**src/rtl/z80_bank_serializer.sv**
```systemverilog
// rtl/z80_bank_serializer.sv - serial writer for the Z80 bank register, LSB first, with gap timing and ack timeout
module z80_bank_serializer #(
  parameter int BANK_W  = 9,
  parameter int GAP_CYC = 1,
  parameter int TMO_CYC = 16
) (
  input  logic              CLK,
  input  logic              RESET,
  input  logic              start,
  input  logic [BANK_W-1:0] bank_in,
  input  logic              wr_ack,
  output logic              busy,
  output logic              done,
  output logic              err,
  output logic              wr_req,
  output logic              wr_d0,
  output logic [3:0]        bit_idx
);

  localparam logic [1:0] IDLE = 2'd0;
  localparam logic [1:0] REQ  = 2'd1;
  localparam logic [1:0] GAP  = 2'd2;

  logic [1:0]        state_q, state_d;
  logic [BANK_W-1:0] shreg_q, shreg_d;
  logic [3:0]        bit_idx_q, bit_idx_d;
  logic [7:0]        tmo_q, tmo_d;
  logic [3:0]        gap_q, gap_d;
  logic              busy_q, busy_d;
  logic              done_q, done_d;
  logic              err_q, err_d;
  logic              wr_req_q, wr_req_d;
  logic              wr_d0_q, wr_d0_d;
  logic [8:0]        tmo_inc;

  // Next-state logic: every output is computed here one cycle ahead and registered
  always_comb begin
    state_d   = state_q;
    shreg_d   = shreg_q;
    bit_idx_d = bit_idx_q;
    tmo_d     = tmo_q;
    gap_d     = gap_q;
    busy_d    = busy_q;
    done_d    = 1'b0;
    err_d     = 1'b0;
    wr_req_d  = wr_req_q;
    wr_d0_d   = wr_d0_q;
    tmo_inc   = {1'b0, tmo_q} + 9'd1;

    case (state_q)
      IDLE: begin
        if (start) begin
          shreg_d   = bank_in;
          bit_idx_d = 4'd0;
          tmo_d     = 8'd0;
          busy_d    = 1'b1;
          wr_req_d  = 1'b1;
          wr_d0_d   = bank_in[0];
          state_d   = REQ;
        end
      end
      REQ: begin
        if (wr_ack) begin
          wr_req_d = 1'b0;
          if (bit_idx_q == 4'(BANK_W - 1)) begin
            busy_d  = 1'b0;
            done_d  = 1'b1;
            state_d = IDLE;
          end else begin
            shreg_d   = shreg_q >> 1;
            bit_idx_d = bit_idx_q + 4'd1;
            gap_d     = 4'(GAP_CYC);
            state_d   = GAP;
          end
        end else begin
          // Saturate so a disabled timeout never wraps into a false match
          tmo_d = (tmo_q == 8'hFF) ? tmo_q : tmo_inc[7:0];
          if ((TMO_CYC != 0) && (tmo_inc == 9'(TMO_CYC))) begin
            // Abort: remaining bits are dropped, bit_idx kept for debug
            wr_req_d = 1'b0;
            busy_d   = 1'b0;
            err_d    = 1'b1;
            state_d  = IDLE;
          end
        end
      end
      GAP: begin
        if (gap_q <= 4'd1) begin
          wr_req_d = 1'b1;
          wr_d0_d  = shreg_q[0];
          tmo_d    = 8'd0;
          state_d  = REQ;
        end else begin
          gap_d = gap_q - 4'd1;
        end
      end
      default: begin
        state_d  = IDLE;
        busy_d   = 1'b0;
        wr_req_d = 1'b0;
      end
    endcase
  end

  // State and output registers with synchronous reset to all-zero / IDLE
  always_ff @(posedge CLK) begin
    if (RESET) begin
      state_q   <= IDLE;
      shreg_q   <= '0;
      bit_idx_q <= 4'd0;
      tmo_q     <= 8'd0;
      gap_q     <= 4'd0;
      busy_q    <= 1'b0;
      done_q    <= 1'b0;
      err_q     <= 1'b0;
      wr_req_q  <= 1'b0;
      wr_d0_q   <= 1'b0;
    end else begin
      state_q   <= state_d;
      shreg_q   <= shreg_d;
      bit_idx_q <= bit_idx_d;
      tmo_q     <= tmo_d;
      gap_q     <= gap_d;
      busy_q    <= busy_d;
      done_q    <= done_d;
      err_q     <= err_d;
      wr_req_q  <= wr_req_d;
      wr_d0_q   <= wr_d0_d;
    end
  end

  assign busy    = busy_q;
  assign done    = done_q;
  assign err     = err_q;
  assign wr_req  = wr_req_q;
  assign wr_d0   = wr_d0_q;
  assign bit_idx = bit_idx_q;

endmodule

```
**config.mk**
```make
export PLATFORM = sky130hd
export DESIGN_NAME = z80_bank_serializer
export DESIGN_NICKNAME = d
export VERILOG_FILES = /design/src/rtl/z80_bank_serializer.sv
export SDC_FILE = /design/constraint.sdc
export NUM_CORES = 1
export LEC_CHECK = 0
export CELL_PAD_IN_SITES_DETAIL_PLACEMENT = 0
export CELL_PAD_IN_SITES_GLOBAL_PLACEMENT = 1
export CORE_MARGIN = 3
export CORE_UTILIZATION = 40
export CTS_CLUSTER_SIZE = 10
export DETAILED_ROUTE_END_ITERATION = 7
export MAX_ROUTING_LAYER = met4
export PLACE_DENSITY = 0.75
export SYNTH_ARGS = -nofsm -noshare
export SYNTH_HDL_FRONTEND = slang
export SYNTH_SLANG_ARGS = --single-unit
```
**constraint.sdc**
```tcl
create_clock -name CLK -period 3.21 [get_ports CLK]
set_input_delay 0.642 -clock CLK [delete_from_list [all_inputs] [get_ports CLK]]
set_output_delay 0.642 -clock CLK [all_outputs]
set_load 0.1 [all_outputs]
```
==> results of run 1 <==
cell usage in the layout (no fill, tap or decap), types with 4 or more instances in the layout:
cell / n
a311oi_1: 10
nor3_1: 13
a31oi_1: 5
clkbuf_8: 6
a211oi_1: 4
dfxtp_1: 32
a21oi_1: 10
inv_1: 5
clkdlybuf4s50_1: 12
o21ai_0: 6
nor2_1: 24
buf_4: 12
nand2_1: 29
ha_1: 5
layer usage:
| layer | routed length [um] | vias to the layer above | part of all wire, % | track usage, % |
|---|---|---|---|---|
| met5 | 0 | - | 0 | - |
| met4 | 74 | 0 | 2.0 | 7.81 |
| met3 | 155 | 7 | 4.1 | 3.77 |
| met2 | 1730 | 28 | 46 | 27.1 |
| met1 | 1780 | 672 | 48 | 21.5 |
| li1 | - | 727 | - | - |
cells by family after synthesis:
group | Yosys count | synth area share (%)
buffers and inverters | 14 | 4.66
XOR/XNOR | 4 | 2.17
AO/OA/AOI/OAI | 44 | 20.9
multiplexers | 3 | 1.86
AND/OR/NAND/NOR | 89 | 26.8
adder cells (fa/ha/maj) | 5 | 3.88
flip-flops | 32 | 39.8
worst reg2reg max path: cells and delay by family, from the launching register on:
family / cells / cell delay (ps)
simple gates: 3 / 700
buf+inv: 2 / 370
fa+ha+maj: 1 / 190
compound gates: 2 / 380
flops: 1 / 420
power by group through the flow:
stage                     registers (mW)  clock network (mW)  logic, mW
final                              0.438               0.322      0.171
after global routing               0.441               0.348      0.189
after CTS                          0.438               0.330      0.172
after detailed placement           0.447                   0      0.171
after global placement             0.445                   0      0.167
after floorplan                    0.481                   0     0.0894
worst paths after layout:
kind	from	endpoint	cells after the start
max	start	shreg_q[6]	7
min	shreg_q[6]	shreg_q[5]	2
max reg2reg	bit_idx[0]	shreg_q[6]	8
min reg2reg	shreg_q[6]	shreg_q[5]	2
registers in the layout, summed over array words and instances, names as in the netlist:
name and cells:
err 1, wr_d0 1, shreg_q 9, wr_req 1, busy 1, tmo_q 8
bit_idx 4, done 1, gap_q 4, state_q 2
final cells by class:
cell class,instances,area (um^2)
clock buffers,8,90.1
inverters,5,18.8
multi-input cells,145,896
repair buffers,24,210
well taps,48,60.1
flip-flops and latches,32,641
fillers,372,1860
==> results.cfg, run 1 <==
[clocking]
cts_setup_buffers = 0
post_cts_resized = 0
cts.clk_slew.worst_paths_ps = 60
cts_sinks = 32
cts_buffers = 5
cts_tree = yes
hold_buffers = 0
clockBufferDepth = 2
cts_root_buf = clkbuf_8
insertion_delay_ps = 290
htree_num_levels = 2

[drt]
drtIter0Drc = 96
routed-via-count = 1434
via_per_inst = 5.47
drc = 0
ant_nets = 0
wl_per_cell_um = 14.3
dr.pass1.iters = 4
routed_wl_mm = 3.74

[logic_synthesis]
ys.flop_type = dfxtp_1
yosysTopAreaCell = dfxtp_1
synth.top_cells.by_count = 32 x dfxtp_1, 29 x nand2_1, 24 x nor2_1, 13 x nor3_1
yosysSeqAreaShare_pct = 39.8
synth_edf_count = 0
synth_cell_types = 46
async_flop_share_pct = 0
synth_fp_nets = 209
ys.warnings.count = 0
postSynthCellCount = 191
yosysMostFrequentCell = dfxtp_1
synth-seq-cells = 32
synth_top_area_share_pct = 39.8
synth_area_um2 = 1610
syn_area_per_cell_um2 = 8.44
yosys-top-cells-area = dfxtp_1 40%, nand2_1 6.8%, nor2_1 5.6%

[global_route]
antenna_found_initial = 0
grt_pass1_vias = 1405
grtUsageTotal_pct = 17.4
grt_pass1_wl_mm = 6.62
grt_start_max_net_pins = 18
overflow = 0

[min_path]
hold_class = reg2reg

[layout]
nNetsFinal = 231
post-route-util_pct = 50.8
stdcell_area_um2 = 1920
drive_above_1_share_pct = 13.6
fin_cells = 262
area_growth_pct = 18.9
diodes = 0

[placement]
finalWeightedCongestion = 0.828
pre_cts_ws_ps = 626
dpl.hpwl_mm = 2.76
portBuffers = 21
dp_cells = 254
place_area_um2 = 1830

[critical_path]
cp_slowest_cell = clkdlybuf4s50_1
cp_num_buf_inv = 2
cp-end-kind = register
cp_common_cell = nor2_1
crit_family = buffers and inverters
slowest_delay_ps = 500
worst-r2r-setup-slack_ps = 1040
worstPathCellList = clkdlybuf4s50_1 > nor2b_1 > a31oi_1 > nor2_1 > buf_4 > nor2_1 > a311oi_1
arrival_ps = 2450
crit_fanout = 14
startpoint_type = primary input
crit_type = in2reg
cp.required_ps = 3390

[sta]
timing.final.crit_share_pct = 70.8
hold_viol = 0
rsz0062_at_grt = false
maxSlewHeadroom_pct = 60.0
setup_ws_ps = 937
skew_ps = 5.73
setup_tns_ps = 0
min_period_ps = 2270
setup_viol = 0
timing.fmax_ghz = 0.440
drv_slew = 0
worst_pin_slew_ps = 598
holdWs_ps = 479

[power_and_ir_drop]
p_leak_nw = 0.714
power.total_uw = 931
power_frac_seq_pct = 47.1
cell_internal_pwr_uw = 654
p_sw_share_pct = 29.8
p_per_area_nw_per_um2 = 486
power.share.clock_pct = 34.6
p_switching_uw = 278
pwr-share-comb_pct = 18.4
vdd_drop_max_mv = 0.209

[floorplan]
initial_core_util_pct = 42.7
rows = 22
die_w_um = 69.5
die-area_um2 = 4830
core-area_um2 = 3770
ioPinCount = 22
die_h_um = 69.5

[flow_run]
drv_cap = 0

[status]
status = complete, no violations
Note: power is estimated with default switching activity, not from simulation.
==> run 2: changes to the inputs <==
clock period = 2.2 ns   (was 3.21 ns; I/O delays follow)
==> results.cfg, run 2 (same netlist as run 1, synthesis figures left out) <==
[drt]
top_layer = met4
wl_per_cell_um = 13.9
routed_wl_mm = 3.71
dr.pass1.iters = 4
drc = 0
drtIter0Drc = 59
routed-via-count = 1461
wl_met2_mm = 1.70
met3_length_um = 164
wl_met1_mm = 1.79
ant_nets = 0
via_per_inst = 5.49

[critical_path]
crit_fanout = 4
cp_slowest_cell = clkdlybuf4s50_1
slowest_delay_ps = 450
cp_num_buf_inv = 1
worstPathCellList = clkdlybuf4s50_1 > or3b_4 > a31oi_4 > o21ai_4 > or4_1 > a21oi_1
crit_type = in2reg
cp-end-kind = register
crit_family = simple AND/OR/NAND/NOR gates
arrival_ps = 2110
startpoint_type = primary input
cp.required_ps = 2420

[layout]
diodes = 0
area_growth_pct = 20.6
largest_reg_flops = 9
drive_above_1_share_pct = 16.5
nNetsFinal = 236
top_register = shreg_q
layout_common_cells = 30 x dfxtp_1, 29 x nand2_1, 24 x nor2_1
layout_commonest_cell = dfxtp_1
largestRegisters = shreg_q: 9 flops, tmo_q: 8 flops

[flow_run]
drv_cap = 0

[sta]
setup_viol = 0
worst_pin_slew_ps = 436
holdWs_ps = 479
maxSlewHeadroom_pct = 70.7
setup_tns_ps = 0
min_period_ps = 1890
timing.fmax_ghz = 0.528
skew_ps = 8.04
hold_viol = 0
drv_slew = 0
rsz0062_at_grt = false
timing.final.crit_share_pct = 86.0

[clocking]
cts_tree = yes
cts_root_buf = clkbuf_8
insertion_delay_ps = 280
post_cts_resized = 0
hold_buffers = 0
cts_buffers = 5
cts.clk_slew.worst_paths_ps = 60
clockBufferDepth = 2
cts_sinks = 32
htree_num_levels = 2
cts_setup_buffers = 0

[power_and_ir_drop]
p_per_area_nw_per_um2 = 679
p_leak_nw = 0.735
vdd_drop_max_mv = 0.396

[global_route]
grtUsageTotal_pct = 17.7
grt_pass1_wl_mm = 6.74
overflow = 0
antenna_found_initial = 0
grt_start_max_net_pins = 22
grt_pass1_vias = 1439

[floorplan]
initial_core_util_pct = 42.7
rows = 22
core-area_um2 = 3770
die_w_um = 69.5
die-area_um2 = 4830
ioPinCount = 22
die_h_um = 69.5

[status]
status = complete, no violations

[min_path]
hold_class = reg2reg

[placement]
dpl.hpwl_mm = 2.69
portBuffers = 21
finalWeightedCongestion = 0.801
-- run 2: cell types whose count changed in the layout (fill, tap and decap cells not counted) --
cell | before | now
buf_4 | 12 | 17
dfxtp_1 | 32 | 30
dfxtp_2 | 0 | 2
clkinv_2 | 0 | 1
clkbuf_8 | 6 | 5
clkbuf_1 | 2 | 1
-- run 2: routing by layer --
layer	vias to the layer above	GRT usage, %
met5	-	-
met2	29	25.7
met1	689	23.1
li1	737	-
met4	0	8.03
met3	6	4.35
-- run 2: layout make-up --
type,count,area [um^2]
Clock buffer,6,72.6
Clock inverter,1,5.00
Fill cell,346,1830
Inverter,5,18.8
Multi-Input combinational cell,145,896
Sequential cell,32,643
Tap cell,48,60.1
Timing Repair Buffer,29,248
-- run 2: worst reg2reg max path: stages (launching register included) --
cell and delay, ps:
dfxtp_1 370, ha_1 260, and3_2 270, and3_1 220, or2_2 290, o211ai_1 170, a311oi_1 150
-- run 2: stage by stage --
step                      util (%)  std cells  setup WS [ps]  instance area [um^2]  total power, mW
after global placement        49.5        259           53.6                  1870            0.902
after CTS                     51.5        266            312                  1940             1.33
after global routing          51.5        266            146                  1940             1.39
after floorplan                  -        191            114                  1610            0.833
final                         51.5        266            307                  1940             1.32
after detailed placement      49.5        259           23.7                  1870            0.909
-- run 2: worst paths after layout --
check / slack (ps) / depth (start not counted) / start / endpoint
min reg2reg: 480 / 2 / shreg_q[5] / shreg_q[4]
max: 310 / 6 / wr_ack / tmo_q[7]
max reg2reg: 340 / 6 / tmo_q[0] / wr_req
min: 480 / 2 / shreg_q[5] / shreg_q[4]
-- run 2: power by group --
part           total [mW]  leakage (nW)  internal (mW)  switching [mW]
registers           0.639         0.262          0.612          0.0268
logic               0.259         0.431         0.0950           0.164
clock network       0.421        0.0410          0.215           0.206
